`config.mk`:
```
export PLATFORM = sky130hd
export DESIGN_NAME = ring_counter_n
export DESIGN_NICKNAME = d
export VERILOG_FILES = /design/src/rtl/ring_counter_n.sv
export SDC_FILE = /design/constraint.sdc
export NUM_CORES = 1
export LEC_CHECK = 0
export CELL_PAD_IN_SITES_DETAIL_PLACEMENT = 1
export CELL_PAD_IN_SITES_GLOBAL_PLACEMENT = 1
export CORE_MARGIN = 2
export CORE_UTILIZATION = 28
export DETAILED_ROUTE_END_ITERATION = 8
export GPL_TIMING_DRIVEN = 1
export HOLD_SLACK_MARGIN = 0.15
export PLACE_DENSITY_LB_ADDON = 0.1
export SYNTH_ARGS = -nofsm -noshare
export SYNTH_HDL_FRONTEND = slang
export SYNTH_SLANG_ARGS = --single-unit
```
`constraint.sdc`:
```
create_clock -name CLK -period 1.7 [get_ports CLK]
set_input_delay 0.255 -clock CLK [delete_from_list [all_inputs] [get_ports CLK]]
set_output_delay 0.255 -clock CLK [all_outputs]
set_load 0.01 [all_outputs]
```
`src/rtl/ring_counter_n.sv`:
```
// ring_counter_n: parametrised ring / Johnson (twisted-ring) counter.
// The state can step in either direction, can be loaded in parallel, is
// checked for legality against the current mode (with optional self-correction),
// and raises a one-cycle wrap strobe whenever a step lands on the home state.
module ring_counter_n #(
  parameter int WIDTH        = 4,
  parameter bit SELF_CORRECT = 1'b1
) (
  input  logic             CLK,
  input  logic             RST,
  input  logic             EN,
  input  logic             DIR,
  input  logic             MODE,
  input  logic             LOAD,
  input  logic [WIDTH-1:0] D,
  output logic [WIDTH-1:0] Q,
  output logic             WRAP,
  output logic             ILLEGAL
);

  logic [WIDTH-1:0] q_q, q_d;
  logic             wrap_q, wrap_d;
  logic [WIDTH-1:0] home;
  logic [WIDTH-1:0] shifted;
  logic             fb;
  logic             ring_legal, john_legal;

  // Home is the single set LSB in ring mode and all-zero in Johnson mode.
  assign home = MODE ? {WIDTH{1'b0}} : {{(WIDTH-1){1'b0}}, 1'b1};

  // Legality, using saturating "seen one / seen two" flags instead of counters:
  // ring needs exactly one bit set, Johnson needs at most one 0/1 transition.
  always_comb begin
    logic seen1_r, seen2_r, seen1_j, seen2_j;
    seen1_r = 1'b0;
    seen2_r = 1'b0;
    seen1_j = 1'b0;
    seen2_j = 1'b0;
    for (int i = 0; i < WIDTH; i++) begin
      if (q_q[i]) begin
        if (seen1_r) seen2_r = 1'b1;
        seen1_r = 1'b1;
      end
    end
    for (int i = 0; i < WIDTH-1; i++) begin
      if (q_q[i] ^ q_q[i+1]) begin
        if (seen1_j) seen2_j = 1'b1;
        seen1_j = 1'b1;
      end
    end
    ring_legal = seen1_r & ~seen2_r;
    john_legal = ~seen2_j;
  end

  assign ILLEGAL = MODE ? ~john_legal : ~ring_legal;

  // Shift equations: the bit fed in is the bit falling off the other end,
  // inverted in Johnson mode.
  always_comb begin
    fb      = 1'b0;
    shifted = q_q;
    if (!DIR) begin
      fb      = MODE ? ~q_q[WIDTH-1] : q_q[WIDTH-1];
      shifted = {q_q[WIDTH-2:0], fb};
    end else begin
      fb      = MODE ? ~q_q[0] : q_q[0];
      shifted = {fb, q_q[WIDTH-1:1]};
    end
  end

  // Next state: load beats step beats hold; wrap only from a genuine shift.
  always_comb begin
    q_d    = q_q;
    wrap_d = 1'b0;
    if (LOAD) begin
      q_d = D;
    end else if (EN) begin
      if (ILLEGAL && SELF_CORRECT) begin
        q_d = home;
      end else begin
        q_d    = shifted;
        wrap_d = (shifted == home);
      end
    end
  end

  // State register with synchronous reset to the home of the sampled MODE.
  always_ff @(posedge CLK) begin
    if (RST) begin
      q_q    <= home;
      wrap_q <= 1'b0;
    end else begin
      q_q    <= q_d;
      wrap_q <= wrap_d;
    end
  end

  assign Q    = q_q;
  assign WRAP = wrap_q;

endmodule

```
---- After elaboration in Yosys (flattened, before gate mapping) ----
Index checks and enable logic that the tools add are counted.
storage, ports and cells
  register bits ........................... 5
  bits in latches ......................... 0
  bits in writable memories ............... 0
  ROM bits ................................ 0
  input bits .............................. 10
  output and inout port bits .............. 6
  word-level logic and storage cells ...... 39
  memories ................................ 0
operators by class
  add/subtract/negate cells ............... 0
  multipliers ............................. 0
  divide/modulo/power cells ............... 0
  magnitude comparators ................... 0
  eq/ne operators ......................... 1
  shift operators ......................... 0
  mux-type cells .......................... 25
  bitwise gates (word level) .............. 9
  reductions and logical operators ........ 2
operator list
  kind                                      number
  1-bit 2-to-1 mux                          20
  4-bit 2-to-1 mux                          5
  1-bit inverter                            5
  4-bit by 1-bit == test with 1-bit output  1
  4-bit OR reduction                        1
  3-bit nonzero test                        1
  1-bit bitwise XOR                         3
  1-bit AND                                 1

---- Logic depth before layout (Yosys ltp) ----
  depth after elaboration ................. 15
  mapped depth ............................ 7
  mapped depth without buffers ............ 7

---- Worst setup path before layout ----
Ideal clock, no wire load.
  kind .................................... reg-to-reg
  from .................................... register q_q[1] (netlist: Q[1])
  to ...................................... register q_q[2] (netlist: Q[2]) (data pin)
  setup time .............................. 0.146 ns
  arrival time ............................ 1.897 ns
  required time ........................... 1.554 ns
  setup slack ............................. -0.343 ns
  stages on the path, launching flop included .. 8
  path buffers ............................ 0
  period minus slack after synthesis ...... 2.043 ns
  path through ............................ edfxtp_1 > inv_1 > ha_1 > and2b_2 > o2111ai_2 > nand3_2 > or3_1 > a21oi_1
between the ends
  cells in the longest elaborated chain, start to end .. 13
  elaborated cells between the ends (all ways) .. 25
  those cells by class .................... mux: 20; bitwise: 5
RTL lines
  what                    RTL line  RTL
  from (decl)             21        logic [WIDTH-1:0] q_q, q_d;
  from (signal assigned)  90        q_q <= home;
  from (signal assigned)  93        q_q <= q_d;
  1-bit 2-to-1 mux        40        if (q_q[i]) begin
  1-bit 2-to-1 mux        41        if (seen1_r) seen2_r = 1'b1;
  1-bit 2-to-1 mux        40
  1-bit 2-to-1 mux        41
  1-bit 2-to-1 mux        40
  1-bit inverter          51        ring_legal = seen1_r & ~seen2_r;
  1-bit AND               51
  1-bit inverter          55        assign ILLEGAL = MODE ? ~john_legal : ~ring_legal;
  1-bit 2-to-1 mux (*)    55
  named net ILLEGAL       18        output logic ILLEGAL
  4-bit 2-to-1 mux (*)    78        if (ILLEGAL && SELF_CORRECT) begin
  4-bit 2-to-1 mux (*)    77        end else if (EN) begin
  4-bit 2-to-1 mux (*)    75        if (LOAD) begin
  4-bit 2-to-1 mux (*)    89        if (RST) begin
Mark *: on every way through the listed nets, which the timed path passes. The rest lies on a longest branch. The select of a mux whose other input is x is not followed.
A chain may end at the register's enable or synchronous reset.

---- Worst setup path in the final report ----
  from .................................... register q_q[1] (netlist: Q[1])
  to ...................................... register q_q[2] (netlist: Q[2]) (data pin)
between the ends
  cells in the longest elaborated chain, start to end .. 13
  elaborated cells between the ends (all ways) .. 25
  those cells by class .................... mux: 20; bitwise: 5
RTL lines
  what                  RTL line
  1-bit 2-to-1 mux      40
  1-bit 2-to-1 mux      41
  1-bit 2-to-1 mux      40
  1-bit 2-to-1 mux      41
  1-bit 2-to-1 mux      40
  1-bit inverter        51
  1-bit AND             51
  1-bit inverter        55
  1-bit 2-to-1 mux      55
  4-bit 2-to-1 mux (*)  78
  4-bit 2-to-1 mux (*)  77
  4-bit 2-to-1 mux (*)  75
  4-bit 2-to-1 mux (*)  89
Mark *: on every way between the ends. The rest lies on a longest branch, timed or not. The select of a mux whose other input is x is not followed.

==> flow_metrics.py <==
metrics = {
    "status": {
        "outcome": "finished, violations left",
        "violations": "setup timing",
    },
    "cells_and_area": {
        "regArea_sq_um": 140,
        "fin_area_sq_um": 896,
        "finalCoreUtilization": 0.530,
        "synthToLayoutAreaGrowth_pct": 82.2,
        "layoutNonFillerInstCount": 107,
        "n_antenna_cell": 0,
        "final_nets": 103,
        "drive_gt1_frac": 0.411,
        "multiInputGateArea_sq_um": 378,
        "fillers": 199,
    },
    "min_path": {
        "min_path_type": "flip-flop to flip-flop",
    },
    "pwr": {
        "power_density_nw_per_um2": 704,
        "p_sw_frac": 0.327,
        "leakagePower_nw": 0.377,
        "comb_power_share": 0.536,
        "p_int_uw": 425,
        "switchingPower_uw": 206,
        "pwr-share-seq": 0.254,
        "p_clk_frac": 0.210,
        "ir_drop_mv": 0.457,
    },
    "route": {
        "vias": 526,
        "drt-initial-drc-count": 4,
        "wl_um": 1550,
        "first_pass_iters": 2,
        "drc": 0,
        "vias_per_cell": 4.92,
        "ant_nets": 0,
        "avgRoutedWirePerCell_um": 14.5,
    },
    "sta": {
        "timing.fmax_mhz": 494,
        "tns_ps": -1470,
        "skew_ps": 1.03,
        "fin_ws_ps": -323,
        "min_period_ps": 2020,
        "worst_pin_slew_ps": 351,
        "relSlewSlack": 0.765,
        "drv_slew": 0,
        "setup_viol": 6,
        "whs_ps": 678,
        "finalCritPeriodShare": 1.19,
        "hold_viol_final": 0,
        "rsz0062_at_grt": "yes",
    },
    "floorplanning": {
        "die_x_um": 45.9,
        "rows": 15,
        "die-area_sq_um": 2110,
        "core-area_sq_um": 1690,
        "dieHeight_um": 45.9,
        "num_io_pins": 16,
        "start_util": 0.291,
    },
    "clock_tree": {
        "cts_hold_buf": 0,
        "cts.clk_slew.worst_paths_ps": 40,
        "cts_tree": "built",
        "cts_buffer_depth": 2,
        "clock-root-buffer": "clkbuf_4",
        "htreeDepth": 1,
        "cts_sinks": 5,
        "clock_latency_ps": 230,
        "cts_buffers": 3,
    },
    "synthesis": {
        "ys_ff_latch": 5,
        "netlist.area_leader.share": 0.244,
        "yosysWarningCount": 0,
        "syn_area_per_cell_sq_um": 8.94,
        "synthCells": 55,
        "seq_area_frac_synth": 0.285,
        "synth_top_area_cell": "edfxtp_1",
        "ys_types": 27,
        "synthesis.area_sq_um": 492,
        "yosys-top-cells-area": "edfxtp_1 (24%), nand2_1 (7.6%), xnor2_1 (7.1%)",
        "syn_nets": 67,
    },
    "global_route": {
        "gr-total-overflow": 0,
        "grt_first_pass_wirelength_um": 2280,
        "grt_usage": 0.151,
        "grt_max_degree": 11,
        "grt_pass1_vias": 540,
        "grt_antenna_before_repair": 0,
    },
    "worst_setup_path": {
        "worstPathArrival_ps": 2110,
        "worstPathRequired_ps": 1790,
        "end_kind": "flip-flop",
        "critPathKind": "flip-flop to flip-flop",
        "cp_max_fo": 3,
        "worstSetupStartpointType": "flip-flop",
    },
    "run": {
        "cap_violations": 0,
    },
    "placement": {
        "port_buffers": 15,
        "dpl.cell_count": 95,
        "routabilityCongestion": 0.722,
        "dpl.hpwl_um": 1090,
        "placed_cell_area_sq_um": 736,
    },
}
-- synth_stat cells --
| library cell | count |
|---|---|
| or4_1 | 1 |
| or2b_1 | 1 |
| nand3b_1 | 1 |
| ha_1 | 2 |
| nor2_1 | 3 |
| and2b_2 | 1 |
| o22ai_1 | 1 |
| nand4b_1 | 2 |
| clkbuf_1 | 2 |
| buf_6 | 2 |
| a21oi_1 | 3 |
| nand3_2 | 1 |
| or3_1 | 2 |
| xnor2_1 | 4 |
| o21ai_0 | 3 |
| a2111o_1 | 1 |
| nor4_1 | 1 |
| mux2i_1 | 1 |
| o311ai_4 | 1 |
| nand2_1 | 10 |
| o221ai_1 | 1 |
| o2111ai_2 | 1 |
| inv_1 | 3 |
| dfxtp_1 | 1 |
| o21bai_1 | 1 |
| edfxtp_1 | 4 |
| xor2_1 | 1 |
-- sequential cells by signal, summed over array words and instances, names as in the netlist --
signal	count
Q	4
WRAP	1
-- repair_timing --
item	CTS	global route
pin swaps	1	3
hold endpoints to repair	0	0
gates resized for setup	10	11
buffers inserted	3	5
endpoints found under the setup margin	6	7
-- metrics by stage --
| step | total power [mW] | setup WS [ps] |
|---|---|---|
| final | 0.631 | -323 |
| after global routing | 0.680 | -378 |
| after CTS | 0.592 | -291 |
| after detailed placement | 0.427 | -552 |
| after global placement | 0.425 | -545 |
| after floorplan | 0.303 | -245 |
-- layer usage --
metal | global-route usage | vias to the layer above | wire length, um
met5 | 0 | - | 0
met3 | 0.0119 | 0 | 21
li1 | - | 270 | -
met4 | 0.0514 | 0 | 0
met2 | 0.269 | 9 | 871
met1 | 0.187 | 247 | 655
-- worst paths after layout --
check        from  endpoint  slack, ps  cells past startpoint
min reg2reg  Q[2]      WRAP        680                      2
max          Q[1]      Q[2]       -320                      8
min          Q[2]      WRAP        680                      2
max reg2reg  Q[1]      Q[2]       -320                      8
-- cell families (layout without fill, tap and decap cells) --
kind of cell | count (synthesis) | in the layout | synth area share
flip-flops | 5 | 5 | 0.285
XOR/XNOR | 5 | 5 | 0.0891
AND/OR/NAND/NOR | 23 | 23 | 0.257
buffers and inverters | 7 | 42 | 0.0840
multiplexers | 1 | 1 | 0.0204
adder cells (fa/ha/maj) | 2 | 2 | 0.0509
AO/OA/AOI/OAI | 12 | 12 | 0.214
-- final cells by class --
class	count	area share
multi-input cells	43	0.422
repair buffers	35	0.356
flip-flops and latches	5	0.156
clock buffers	4	0.0293
well taps	17	0.0237
inverters	3	0.0126
-- cells in the final DEF (no fill, tap or decap), types with 3 or more instances in the layout --
cell type,n
buf_4,15
buf_6,5
clkbuf_4,3
clkdlybuf4s50_1,12
edfxtp_1,4
nand2_1,10
nor2_1,3
o21ai_0,3
xnor2_1,4
-- critical path, cell delays in order (launching register included) --
cell and delay [ps]:
edfxtp_1 420, buf_4 160, buf_6 110, ha_4 160, o311ai_4 310, nand3_2 130
buf_6 150, or3_4 320, a21oi_2 120
-- power by group through the flow --
stage	Sequential, mW	Clock (mW)	Combinational [mW]
2_1_floorplan	0.170	0	0.133
3_3_place_gp	0.160	0	0.266
3_5_place_dp	0.160	0	0.267
4_1_cts	0.159	0.138	0.295
5_1_grt	0.162	0.154	0.363
6_report	0.161	0.132	0.338
Power figures use the tool's default switching activity.
